## src/rtl/shift_pkg.sv

```systemverilog
// Shared constants for the bidirectional shift register: direction encodings
// and the smallest width that leaves a distinct entry and exit bit.
package shift_pkg;
  localparam logic DIR_LEFT  = 1'b1;
  localparam logic DIR_RIGHT = 1'b0;
  localparam int   MIN_WIDTH = 2;
endpackage

```

## src/rtl/bidirectional_shift_register_if.sv

```systemverilog
// Serial-in / parallel-out bundle: serial bit, enable and direction in, register contents out.
interface bidirectional_shift_register_if #(
  parameter int N = 4
);
  logic         d;
  logic         en;
  logic         dir;
  logic [N-1:0] Q;

  modport master (output d, output en, output dir, input  Q);
  modport slave  (input  d, input  en, input  dir, output Q);
endinterface

```

## src/rtl/bidirectional_shift_register.sv

```systemverilog
// N-bit serial-in, parallel-out shift register with per-cycle selectable direction.
// Priority on each rising edge: reset, then enable, then direction.
module bidirectional_shift_register
  import shift_pkg::*;
#(
  parameter int N = 4
) (
  input  logic                          clk,
  input  logic                          rst,
  bidirectional_shift_register_if.slave bus
);

  generate
    if (N < MIN_WIDTH) begin : g_width_check
      $error("bidirectional_shift_register: N must be at least 2");
    end
  endgenerate

  logic [N-1:0] r_q;

  always_ff @(posedge clk) begin
    if (!rst) begin
      r_q <= '0;
    end else if (bus.en) begin
      // Left moves data toward the MSB and enters at bit 0; right is the mirror.
      if (bus.dir == DIR_LEFT) begin
        r_q <= {r_q[N-2:0], bus.d};
      end else if (bus.dir == DIR_RIGHT) begin
        r_q <= {bus.d, r_q[N-1:1]};
      end
    end
  end

  assign bus.Q = r_q;

endmodule

```

## src/flat_wrapper.sv

```systemverilog
// flat-port wrapper written by rule: the top's interface ports become plain ports
module bidirectional_shift_register_flat import shift_pkg::*;
#(
  parameter int N = 4
)
  (clk, rst, bus_d, bus_en, bus_dir, bus_Q);
  bidirectional_shift_register_if #(.N(N)) bus_i ();
  input  logic clk;
  input  logic rst;
  input wire logic [$bits(bus_i.d)-1:0] bus_d;
  input wire logic [$bits(bus_i.en)-1:0] bus_en;
  input wire logic [$bits(bus_i.dir)-1:0] bus_dir;
  output wire logic [$bits(bus_i.Q)-1:0] bus_Q;
  assign bus_i.d = bus_d;
  assign bus_i.en = bus_en;
  assign bus_i.dir = bus_dir;
  assign bus_Q = bus_i.Q;
  bidirectional_shift_register #(.N(N)) u_core (.clk(clk), .rst(rst), .bus(bus_i));
endmodule
```

## config.mk

```make
export PLATFORM = sky130hd
export DESIGN_NAME = bidirectional_shift_register_flat
export DESIGN_NICKNAME = d
export VERILOG_FILES = /design/src/rtl/shift_pkg.sv /design/src/rtl/bidirectional_shift_register_if.sv /design/src/rtl/bidirectional_shift_register.sv /design/src/flat_wrapper.sv
export SDC_FILE = /design/constraint.sdc
export NUM_CORES = 1
export LEC_CHECK = 0
export ABC_AREA = 1
export CAP_MARGIN = 10
export CORE_AREA = 5 5 42 44
export CTS_CLUSTER_SIZE = 8
export DETAILED_ROUTE_END_ITERATION = 8
export DIE_AREA = 0 0 47 49
export SLEW_MARGIN = 15
export SYNTH_ARGS = -nofsm -noshare
export SYNTH_HDL_FRONTEND = slang
export SYNTH_SLANG_ARGS = --single-unit
export TNS_END_PERCENT = 1
```

## constraint.sdc

```tcl
create_clock -name clk -period 0.8 [get_ports clk]
set_input_delay 0.08 -clock clk [delete_from_list [all_inputs] [get_ports clk]]
set_output_delay 0.08 -clock clk [all_outputs]
set_load 0.05 [all_outputs]
```

==> impl_results.md, run 1 <==
* Status: complete, but fails checks
* Failing checks: negative setup slack
* WL per Instance at 7.87 um
* Yosys cell types at 7
* Drt first-iter violations at 3
* I/O pin count at 9
* Final Hold Viols at 0
* I/O Buffers at 8
* Initial antenna violation count at 0
* Ant diodes at 0
* Die area at about 0.0023 mm2
* Synth top cells by count: nand2_1 (12), nor2_1 (8), inv_1 (5)
* Post-synthesis sequential area ratio at a little under two fifths
* R2R cell count at 4
* Worst-margin pin slew at ~270 ps
* Layout cells sized above 1 at a little over a quarter
* Cell with the most instances after synthesis: nand2_1
* Endpoints failing setup at 4
* Net Count, Synth at 40
* Maximum vdd drop at approximately 0.38 mV
* Clock power frac at 37.7%
* Slew Viols, Final at 0
* Predominant post-synthesis flop cell: dfxtp_1
* Clock Path Buffers at 2
* Area Overhead vs Synth at 80.2%
* Routed wire length at ~480 um
* Worst R2R Setup Slack at about 90 ps
* Vias in the first global route at between 200 and 250
* Top cells by area, synth: dfxtp_1 (38%), nand2_1 (22%), nor2_1 (14%)
* Bufs and invs on worst path at 1
* Netlist Area Pre-Place at between 200 and 250 um2
* DR vias at about 230
* Die Width at approximately 47 um
* Critical Path RT at slightly above 700 ps
* Fin crit share at 101%
* Starting Density at between 10% and 20%
* CP Cell Sequence: buf_12
* Sequential power share at approximately 36%
* TritonCTS Buffers at 3
* Area after DPL at between 300 and 400 um2
* Worst setup EP type: output port
* GR Util All Layers at ~5.4%
* Switching pwr at 0.183 mW
* Routed Antenna Nets at 0
* Yosys top cell area share at a little under two fifths
* Worst Hold Class: in2reg
* Core Util, Final at between 20% and 30%
* Final Instance Area at between 300 and 400 um2
* First-pass GRT wire length at roughly 800 um
* Clock sinks at 4
* Pwr dens at around 1700 mW/mm2
* Synth warn at 0
* DR WL met3 at roughly 60 um
* Fmax at 1240 MHz
* M1 WL at 181 um
* Largest net degree at the start of global routing at 9
* Unrepaired setup endpoints after global routing: true
* Crit path launch type: flop
* Skew final at about 0.54 ps
* P_leak at around 0.2 nW
* Core area at 0.00140 mm2
* GP Congestion at ~0.76
* Gr ovfl total at 0
* Max_slew headroom at 82.3%
* Yosys top cell by area: dfxtp_1
* Syn Inst Count at 35
* Reg-to-reg critical path endpoint: u_core.bus.Q[3]$_SDFFE_PN0P_
* Metal2 WL at 230 um
* Setup ws final at -9.51 ps
* Syn_area_per_cell at 5.97 um2
* CTS tree: yes
* CTS Hold Buffers Added at 0
* Detailed-route DRC error count at 0
* CP max stage delay at ~360 ps
* CP max FO at 4
* Crit path time final at between 800 and 900 ps
* Family with the most delay on the worst path: flip-flops
* Critical Path AT at between 700 and 800 ps
* Comb pwr share at a little over a quarter
* Total setup buffers inserted after CTS at 0
* Largest register FFs at 4
* DP HPWL at 386 um
* Drt first pass iters at 4
* Hold worst-path end: u_core.bus.Q[1]$_SDFFE_PN0P_
* Hold Crit Depth at 4
* #FFs+latches synth at 4
* Clk_lat worst skew at 230 ps
* Die height at slightly below 50 um
* Row cnt at 14
* Hold path startpoint: bus_en
* H-tree levels at 1
* Clock transition at the registers of the reported paths at 40 ps
* Sw Ratio at about 28%
* Max-cap viol count at 0
* Asr flop ratio synth at 0%
* Nets at 52
* Clock root buffer: clkbuf_4
* EDFF count, synth at 0
* Vias/cell at about 3.8
* Max Used Layer: met4
* P_int at around 0.46 mW
* Worst r2r src: u_core.bus.Q[2]$_SDFFE_PN0P_
* WS Path Type: reg2out
* Critical path's slowest cell: dfxtp_4
==> timing repair <==
action                                  4_1_cts  5_1_grt
hold endpoints to repair                      0        0
resized for setup                             5        2
endpoints found under the setup margin        6        8
==> cells in the final DEF (no fill, tap or decap), drive strengths merged <==
master,Yosys,routed
clkdlybuf4s50,0,2
buf,1,4
clkbuf,0,3
dfxtp,4,4
nor2,8,8
dlygate4sd2,0,1
nand3,4,4
inv,6,6
nand2,12,12
dlymetal6s2s,0,1
==> final cells by class <==
type | count | area [um2]
Inverter | 6 | 22.5
Tap cell | 16 | 20.0
Clock buffer | 3 | 22.5
Timing Repair Buffer | 8 | 121
Multi-Input combinational cell | 24 | 95.1
Fill cell | 160 | 1020
Sequential cell | 4 | 95.1
==> per-layer routing <==
layer	track usage (%)	up-vias
met4	5.53	0
met1	5.07	100
met2	6.56	9
met5	0	-
li1	-	122
met3	4.43	2
==> through the flow <==
stage / hold slack, ps / power, mW / cells / setup slack [ps] / TNS [ps]
after floorplan: 271 / 0.325 / 35 / -132 / -257
after global placement: 551 / 0.413 / 58 / -235 / -919
after detailed placement: 548 / 0.414 / 58 / -257 / -978
after CTS: 394 / 0.665 / 61 / -20.5 / -68.8
after global routing: 303 / 0.698 / 61 / -40.2 / -133
final: 276 / 0.646 / 61 / -9.51 / -18.8
==> how the worst max path moves through the flow <==
stage / startpoint / end / slack, ps / depth (start not counted)
6_report: u_core.bus.Q[2]$_SDFFE_PN0P_ / bus_Q[2] / -10 / 1
5_1_grt: u_core.bus.Q[2]$_SDFFE_PN0P_ / bus_Q[2] / -40 / 1
4_1_cts: u_core.bus.Q[2]$_SDFFE_PN0P_ / bus_Q[2] / -20 / 1
3_5_place_dp: bus_dir / u_core.bus.Q[0]$_SDFFE_PN0P_ / -260 / 6
3_3_place_gp: bus_dir / u_core.bus.Q[3]$_SDFFE_PN0P_ / -240 / 6
2_1_floorplan: u_core.bus.Q[3]$_SDFFE_PN0P_ / u_core.bus.Q[2]$_SDFFE_PN0P_ / -130 / 4
==> power groups by stage <==
stage / Combinational (mW) / Sequential [mW] / Clock (mW)
2_1_floorplan: 0.0487 / 0.277 / 0
3_3_place_gp: 0.174 / 0.239 / 0
3_5_place_dp: 0.175 / 0.239 / 0
4_1_cts: 0.174 / 0.232 / 0.259
5_1_grt: 0.185 / 0.232 / 0.281
6_report: 0.172 / 0.230 / 0.243
==> kinds of logic after synthesis <==
family,Yosys count,share of synthesized area [%]
flip-flops,4,38.3
buffers and inverters,7,16.2
AND/OR/NAND/NOR,24,45.5
No activity file was read; power rests on OpenSTA's default activity.
==> run 2: changes to the inputs <==
--- a/config.mk
+++ b/config.mk
@@ -11,7 +11,8 @@
 export CTS_CLUSTER_SIZE = 8
 export DETAILED_ROUTE_END_ITERATION = 8
 export DIE_AREA = 0 0 47 49
-export SLEW_MARGIN = 15
+export PLACE_DENSITY = 0.48
+export SLEW_MARGIN = 5
 export SYNTH_ARGS = -nofsm -noshare
 export SYNTH_HDL_FRONTEND = slang
 export SYNTH_SLANG_ARGS = --single-unit
==> impl_results.md, run 2 (same netlist as run 1, synthesis figures left out) <==
* Status: complete, but fails checks
* Failing checks: negative setup slack
* Unrepaired setup endpoints after global routing: true
* CP Cell Sequence: buf_12
* Setup ws final at -6.02 ps (+3.49 ps)
* CP max FO at 4 (unchanged)
* Critical path's slowest cell: dfxtp_4
* Area Overhead vs Synth at 82.0%
* Total setup buffers inserted after CTS at 0 (unchanged)
* Max_slew headroom at 81.9% (-0.37 points)
* Worst hold slack at 279 ps (+3.50 ps)
* Comb pwr share at 27.0% (+0.4 points)
* Crit path launch type: flop
* Clk_lat worst skew at 230 ps (about the same)
* DP HPWL at 370 um (-4.1%)
* Endpoints failing setup at 2 (-2)
* Clock power frac at 36.8% (-0.9 points)
* Family with the most delay on the worst path: flip-flops
* TritonCTS Buffers at 3 (unchanged)
* GR Util All Layers at 4.79% (-0.57 points)
* Fin crit share at 101% (-0.44 points)
* Vias/cell at 3.69 (-3.4%)
* Die height at 49 um (unchanged)
* Critical Path AT at 730 ps (about the same)
* Slew Viols, Final at 0 (unchanged)
* Pwr dens at 1680 mW/mm2 (-2.2%)
* Layout cells sized above 1 at 26.7% (unchanged)
* Maximum vdd drop at 0.525 mV (+37%)
* Sw Ratio at 27.4% (-0.99 points)
* Cell Count, Final, Fillers Out at 61 (unchanged)
* Clock root buffer: clkbuf_4
* Core area at 0.00140 mm2 (unchanged)
* Bufs and invs on worst path at 1 (unchanged)
* CP max stage delay at 360 ps (about the same)
* Grt met2 use at 6.56% (unchanged)
* Placed Cells incl. Taps at 58 (unchanged)
* Initial antenna violation count at 0 (unchanged)
* GR peak layer: met2
* Worst slack at placement at -238 ps (+19.9 ps)
* Clock sinks at 4 (unchanged)
* I/O pin count at 9 (unchanged)
* Met1 usage at 4.40% (-0.67 points)
* Routed Antenna Nets at 0 (unchanged)
* M3 GR Usage at 4.80% (+0.37 points)
* Max-cap viol count at 0 (unchanged)
* Worst Hold Class: in2reg
* GP Congestion at 0.653 (-14%)
* Drt first pass iters at 4 (unchanged)
* Final Hold Viols at 0 (unchanged)
* I/O Buffers at 8 (unchanged)
* Sequential power share at 36.2% (+0.5 points)
* Final Instance Area at 380 um2 (+1.0%)
* Die area at 0.00230 mm2 (unchanged)
* Clock transition at the registers of the reported paths at 30 ps (about the same)
* Starting Density at 14.9% (unchanged)
* Ant diodes at 0 (unchanged)
* Commonest non-fill, non-tap cell in the layout: nand2_1
* WS Path Type: reg2out
* Area after DPL at 342 um2 (unchanged)
* Worst setup EP type: output port
* Skew final at 0.0624 ps (-0.477 ps)
* Drt first-iter violations at 4 (+1)
* WL per Instance at 7.82 um (-0.63%)
* Nets at 52 (unchanged)
* CTS tree: yes
* Largest register FFs at 4 (unchanged)
* Critical Path RT at 720 ps (about the same)
* Detailed-route DRC error count at 0 (unchanged)
* Commonest non-fill, non-tap cells in the layout: nand2_1 (12), nor2_1 (8), inv_1 (5)
* P_int at 0.463 mW (+0.14%)
* Switching pwr at 0.175 mW (-4.7%)
* H-tree levels at 1 (unchanged)
* Clock Path Buffers at 2 (unchanged)
* Routed wire length at 477 um (-0.63%)
* Worst-margin pin slew at 271 ps (+5.58 ps)
* First-pass GRT wire length at 752 um (-5.2%)
* Vias in the first global route at 199 (-3.4%)
* Die Width at 47 um (unchanged)
* P_leak at 0.204 nW (+4.0%)
* TNS Setup at -11.5 ps (+7.29 ps)
* Gr ovfl total at 0 (unchanged)
* Largest net degree at the start of global routing at 9 (unchanged)
* DR vias at 225 (-3.4%)
* Crit path time final at 806 ps (-3.49 ps)
* Row cnt at 14 (unchanged)
* Fmax at 1240 MHz (+0.43%)
* CTS Hold Buffers Added at 0 (unchanged)
==> run 2: changes by cell type in the layout (fill, tap and decap cells not counted), sizes merged <==
cell | before | now
dlymetal6s2s | 1 | 2
dlygate4sd2 | 1 | 0
==> run 2: through the flow <==
| step | power [mW] | utilization, % |
|---|---|---|
| final | 0.638 | 27.1 |
| after global routing | 0.693 | 27.1 |
| after CTS | 0.661 | 26.4 |
| after detailed placement | 0.413 | 24.4 |
| after global placement | 0.414 | 24.4 |
| after floorplan | 0.325 | - |
==> run 2: repair_timing <==
| action | in CTS | in global routing |
|---|---|---|
| endpoints found under the setup margin | 4 | 8 |
| gates cloned | 0 | 0 |
| resized for setup | 3 | 4 |
==> run 2: path summary, 6_finish.rpt <==
path / cells past startpoint / startpoint / end / slack, ps
setup / recovery: 1 / u_core.bus.Q[2]$_SDFFE_PN0P_ / bus_Q[2] / -6
hold reg to reg: 4 / u_core.bus.Q[3]$_SDFFE_PN0P_ / u_core.bus.Q[2]$_SDFFE_PN0P_ / 580
hold / removal: 4 / bus_en / u_core.bus.Q[2]$_SDFFE_PN0P_ / 280
setup reg to reg: 4 / u_core.bus.Q[2]$_SDFFE_PN0P_ / u_core.bus.Q[2]$_SDFFE_PN0P_ / 100
==> run 2: area by class of cell <==
class                           instances  area (um2)
Clock buffer                            3        22.5
Fill cell                             163        1020
Inverter                                6        22.5
Multi-Input combinational cell         24        95.1
Sequential cell                         4        95.1
Tap cell                               16        20.0
Timing Repair Buffer                    8         125
==> run 2: layer usage <==
metal / share of wire, % / up-vias
li1: - / 122
met1: 40 / 97
met2: 48 / 6
met3: 11 / 0
met4: 0 / 0
met5: 0 / -
==> run 2: power by group through the flow <==
| stage | clock, mW | sequential (mW) | combinational (mW) |
|---|---|---|---|
| detailed placement | 0 | 0.239 | 0.173 |
| finish | 0.235 | 0.231 | 0.172 |
| global route | 0.276 | 0.233 | 0.184 |
| floorplan | 0 | 0.277 | 0.0487 |
| global placement | 0 | 0.240 | 0.174 |
| CTS | 0.251 | 0.234 | 0.175 |
